===== config.mk =====
export PLATFORM = sky130hd
export DESIGN_NAME = cpu_state_sequencer
export DESIGN_NICKNAME = d
export VERILOG_FILES = /design/src/rtl/mips_cpu_pkg.sv /design/src/rtl/cpu_state_sequencer.sv
export SDC_FILE = /design/constraint.sdc
export NUM_CORES = 1
export LEC_CHECK = 0
export ABC_CLOCK_PERIOD_IN_PS = 3500
export CORE_ASPECT_RATIO = 1.5
export CORE_MARGIN = 1.5
export CORE_UTILIZATION = 38
export CTS_CLUSTER_DIAMETER = 80
export DETAILED_ROUTE_END_ITERATION = 7
export PLACE_DENSITY_LB_ADDON = 0.25
export SETUP_SLACK_MARGIN = 0.15
export SYNTH_ARGS = -nofsm -noshare
export SYNTH_HDL_FRONTEND = slang
export SYNTH_SLANG_ARGS = --single-unit

===== constraint.sdc =====
create_clock -name clk -period 3.5 [get_ports clk]
set_input_delay 0.7 -clock clk [delete_from_list [all_inputs] [get_ports clk]]
set_output_delay 0.7 -clock clk [all_outputs]
set_load 0.05 [all_outputs]

===== src/rtl/mips_cpu_pkg.sv =====
// Shared CPU definitions: the sequencer state encoding consumed by control and
// datapath, plus the default halt address.
package mips_cpu_pkg;

  typedef enum logic [2:0] {
    FETCH  = 3'd0,
    DECODE = 3'd1,
    MEM    = 3'd2,
    EXEC   = 3'd3,
    HALTED = 3'd4
  } cpu_state_t;

  localparam logic [31:0] HALT_ADDR_DEFAULT = 32'h0000_0000;

endpackage


===== src/rtl/cpu_state_sequencer.sv =====
// Multi-cycle FETCH/DECODE/MEM/EXEC sequencer for the bus-based MIPS CPU:
// stalls on waitrequest, latches IR/MDR, pulses pc_wren and counts retirements.
module cpu_state_sequencer
  import mips_cpu_pkg::*;
#(
  parameter logic [31:0] HALT_ADDR = HALT_ADDR_DEFAULT
) (
  input  logic        clk,
  input  logic        reset,
  input  logic        waitrequest,
  input  logic [31:0] readdata,
  input  logic        mem_read,
  input  logic        mem_write,
  input  logic [31:0] pc_next,
  output logic [2:0]  state,
  output logic [31:0] instr,
  output logic [31:0] mdr,
  output logic        pc_wren,
  output logic        active,
  output logic [31:0] retired
);

  cpu_state_t state_q;
  cpu_state_t state_d;
  logic       ir_load;
  logic       mdr_load;
  logic       retire;

  // Next-state and register load enables. Handshake: the bus completes a
  // transfer on any cycle where a request is pending and waitrequest is low.
  always_comb begin
    state_d  = state_q;
    ir_load  = 1'b0;
    mdr_load = 1'b0;
    retire   = 1'b0;
    case (state_q)
      FETCH: begin
        if (!waitrequest) begin
          ir_load = 1'b1;
          state_d = DECODE;
        end
      end
      DECODE: state_d = MEM;
      MEM: begin
        // waitrequest only matters when an access is actually requested
        if (!((mem_read || mem_write) && waitrequest)) begin
          mdr_load = mem_read;
          state_d  = EXEC;
        end
      end
      EXEC: begin
        retire  = 1'b1;
        state_d = (pc_next == HALT_ADDR) ? HALTED : FETCH;
      end
      HALTED: state_d = HALTED;
      default: state_d = FETCH;
    endcase
  end

  always_ff @(posedge clk or posedge reset) begin
    if (reset) begin
      state_q <= FETCH;
      instr   <= 32'h0;
      mdr     <= 32'h0;
      retired <= 32'h0;
      active  <= 1'b1;
    end else begin
      state_q <= state_d;
      active  <= (state_d != HALTED);
      if (ir_load) instr <= readdata;
      if (mdr_load) mdr <= readdata;
      if (retire) retired <= retired + 32'd1;
    end
  end

  assign state   = state_q;
  assign pc_wren = (state_q == EXEC);

endmodule


==> summary.txt <==
Clocking
  • Clock Sink Count: 100
  • CTS root buffer: clkbuf_16
  • CTS tree: done
  • Clock buffer depth: 2
  • CTS H-tree depth: 3
  • Hold-fix buffers at CTS: 0
  • Worst skew pair latency: 0.33 ns
  • Post-CTS Setup Repair Bufs: 0
  • Cts bufs inserted: 9
  • Post_cts resized: 0
  • CTS clk-pin slew, worst paths: 0.07 ns

Global route
  • Largest net degree at the start of global routing: 56
  • Tot GR Track Use: 0.176
  • Vias in the first global route: 3130
  • First-pass GRT wire length: 15400 um
  • Grt total ovfl: 0
  • Initial antenna violation count: 0

Drt
  • Final wirelength: 9660 um
  • Router iterations before antenna repair: 5
  • WL per Instance: 16.0 um
  • Routed Antenna Nets: 0
  • Via density: 4.90
  • Detailed-route via count: 2965
  • Drt drc: 0
  • Iteration-0 DRC Markers: 39

Setup path
  • Crit. End Element: primary output
  • Worst Path Arrival: 2.10 ns
  • Reg2Reg Launch Point: retired[16]
  • Maximum fanout along the worst path: 8
  • Worst Path Class, Setup: flop to primary output
  • Required time of the worst setup path: 2.80 ns
  • Worst reg2reg endpoint: retired[31]
  • Setup slack, reg-to-reg: 1.48 ns
  • Reg2Reg Depth: 4
  • CP startpoint: state[0]
  • CP Launch Type: flop

Hold path
  • Hold Crit Depth: 1
  • Worst hold endpoint: mdr[23]
  • HP Start: mdr[23]
  • Hold crit path type: flop to flop

Place
  • HPWL Detailed: 7160 um
  • GP Congestion: 0.841
  • Placed cells: 589
  • Placed cell area: 5950 um2
  • PortBufs: 169

Timing
  • Fmax: 0.357 GHz
  • Max Slew Vio Count: 0
  • Final min period: 2.80 ns
  • Final Cycle Share: 0.800
  • Final setup violation count: 0
  • Worst Skew: 0.00592 ns
  • Worst-margin pin slew: 1.06 ns
  • TNS Setup: 0 ns
  • Slew headroom: 0.291
  • Hold Vio Cnt, Final: 0
  • RSZ-0062 raised after global routing: false

Yosys
  • Syn_nets: 353
  • Synth cell types: 27
  • Async SR Flop Fraction: 1.00
  • Synth top cells by count: dfrtp_1 (99), mux2_2 (61), xnor2_1 (26)
  • Syn Std Cell Area: 4030 um2
  • Avg Cell Area, Syn: 14.3 um2
  • Area fraction of the dominant cell type after synthesis: 0.614
  • Number of synthesized register bits: 100
  • Most frequent cell after synthesis: dfrtp_1
  • Yosys warning count: 0
  • Synth area leaders: dfrtp_1 (61%), mux2_2 (17%), xnor2_1 (5.6%)
  • Sequential area share after synthesis: 0.621
  • Top_reg_cell synth: dfrtp_1
  • Number of synthesized flops with an enable pin: 0
  • Cells after Synth: 283
  • Cell taking the most area after synthesis: dfrtp_1

Job
  • Max-cap violation count: 0

Pwr
  • Leak Pwr: 2.58 nW
  • Cell Pwr Density: 938 nW/um2
  • Pwr Total: 5.89 mW
  • Peak supply drop: 323 uV

Cells and area
  • Non-filler cells, final: 605
  • Final Net Count: 529
  • Cell area after layout: 6280 um2
  • Area Growth Syn to Fin: 55.6%
  • Finished Core Util: 0.613
  • Layout cells sized above 1: 0.190
  • # fillers: 871
  • Number of diodes: 0

Run status
  • Status: finished, final reports clean

Die
  • Initial core utilization: 0.394
  • Die ar.: 11300 um2
  • IO Pins: 170
  • Die width: 87.1 um
  • Core ar.: 10200 um2
  • Standard-cell rows: 45
  • DIE HEIGHT: 129 um
[flip-flops by register name, indices dropped and copies added, names as in the netlist]
| name | cells |
|---|---|
| instr | 32 |
| active | 1 |
| mdr | 32 |
| state | 3 |
| retired | 32 |
[kinds of logic after synthesis]
| group | synth area share |
|---|---|
| flip-flops | 0.621 |
| AND/OR/NAND/NOR | 0.109 |
| multiplexers | 0.181 |
| XOR/XNOR | 0.0695 |
| buffers and inverters | 0.0115 |
| AO/OA/AOI/OAI | 0.00496 |
| adder cells (fa/ha/maj) | 0.00310 |
[per-layer routing]
metal,vias to the layer above,track usage,share of wire
met5,-,0,0
met4,0,0.0710,0.017
met3,14,0.0554,0.063
met2,108,0.300,0.52
met1,1479,0.205,0.40
li1,1364,-,-
[metrics by stage]
stage | setup slack, ns | hold slack [ns]
finish | 0.699 | 0.482
CTS | 0.671 | 0.489
global placement | 1.01 | 0.462
floorplan | 0.183 | 0.786
detailed placement | 0.956 | 0.474
global route | 0.594 | 0.497
[worst max path at each step]
stage / endpoint / slack (ns) / depth (start not counted)
after global placement: mdr[10] / 1.01 / 4
final: pc_wren / 0.70 / 2
after global routing: pc_wren / 0.59 / 2
after CTS: pc_wren / 0.67 / 2
after detailed placement: mdr[1] / 0.96 / 4
after floorplan: instr[0] / 0.18 / 1
[worst max-delay path, cell delays in order, from the launching register on]
cell,delay (ns)
dfrtp_1,0.56
and3b_1,0.35
clkdlybuf4s50_1,0.86
[cells in the final DEF, fill, tap and decap left out, types with 2 or more instances in the layout]
| cell type | instances |
|---|---|
| and3_1 | 7 |
| and4_1 | 3 |
| buf_12 | 3 |
| bufinv_16 | 2 |
| clkbuf_16 | 9 |
| clkdlybuf4s50_1 | 169 |
| clkinv_2 | 2 |
| clkinv_4 | 2 |
| dfrtp_1 | 99 |
| mux2_1 | 4 |
| mux2_2 | 61 |
| nand2_1 | 12 |
| nand3_1 | 9 |
| nand4_1 | 16 |
| nor2_1 | 6 |
| nor3_1 | 3 |
| nor4_1 | 9 |
| nor4_4 | 3 |
| xnor2_1 | 26 |
| xor2_1 | 6 |
[power by group]
group / internal [mW] / switching [mW] / total, mW / leakage (nW)
Sequential: 1.57 / 0.247 / 1.81 / 1.25
Clock: 0.646 / 0.416 / 1.06 / 0.162
Combinational: 1.11 / 1.90 / 3.01 / 1.17
Total: 3.32 / 2.56 / 5.89 / 2.58
[final cells by class]
class	count	area, um2	share of cell area
clock buffers	10	239	0.0381
flip-flops and latches	100	2500	0.399
well taps	141	176	0.0281
inverters	2	10.0	0.00159
repair buffers	173	1760	0.280
clock inverters	6	87.6	0.0140
multi-input cells	173	1500	0.239
Note: power is estimated with default switching activity, not from simulation.
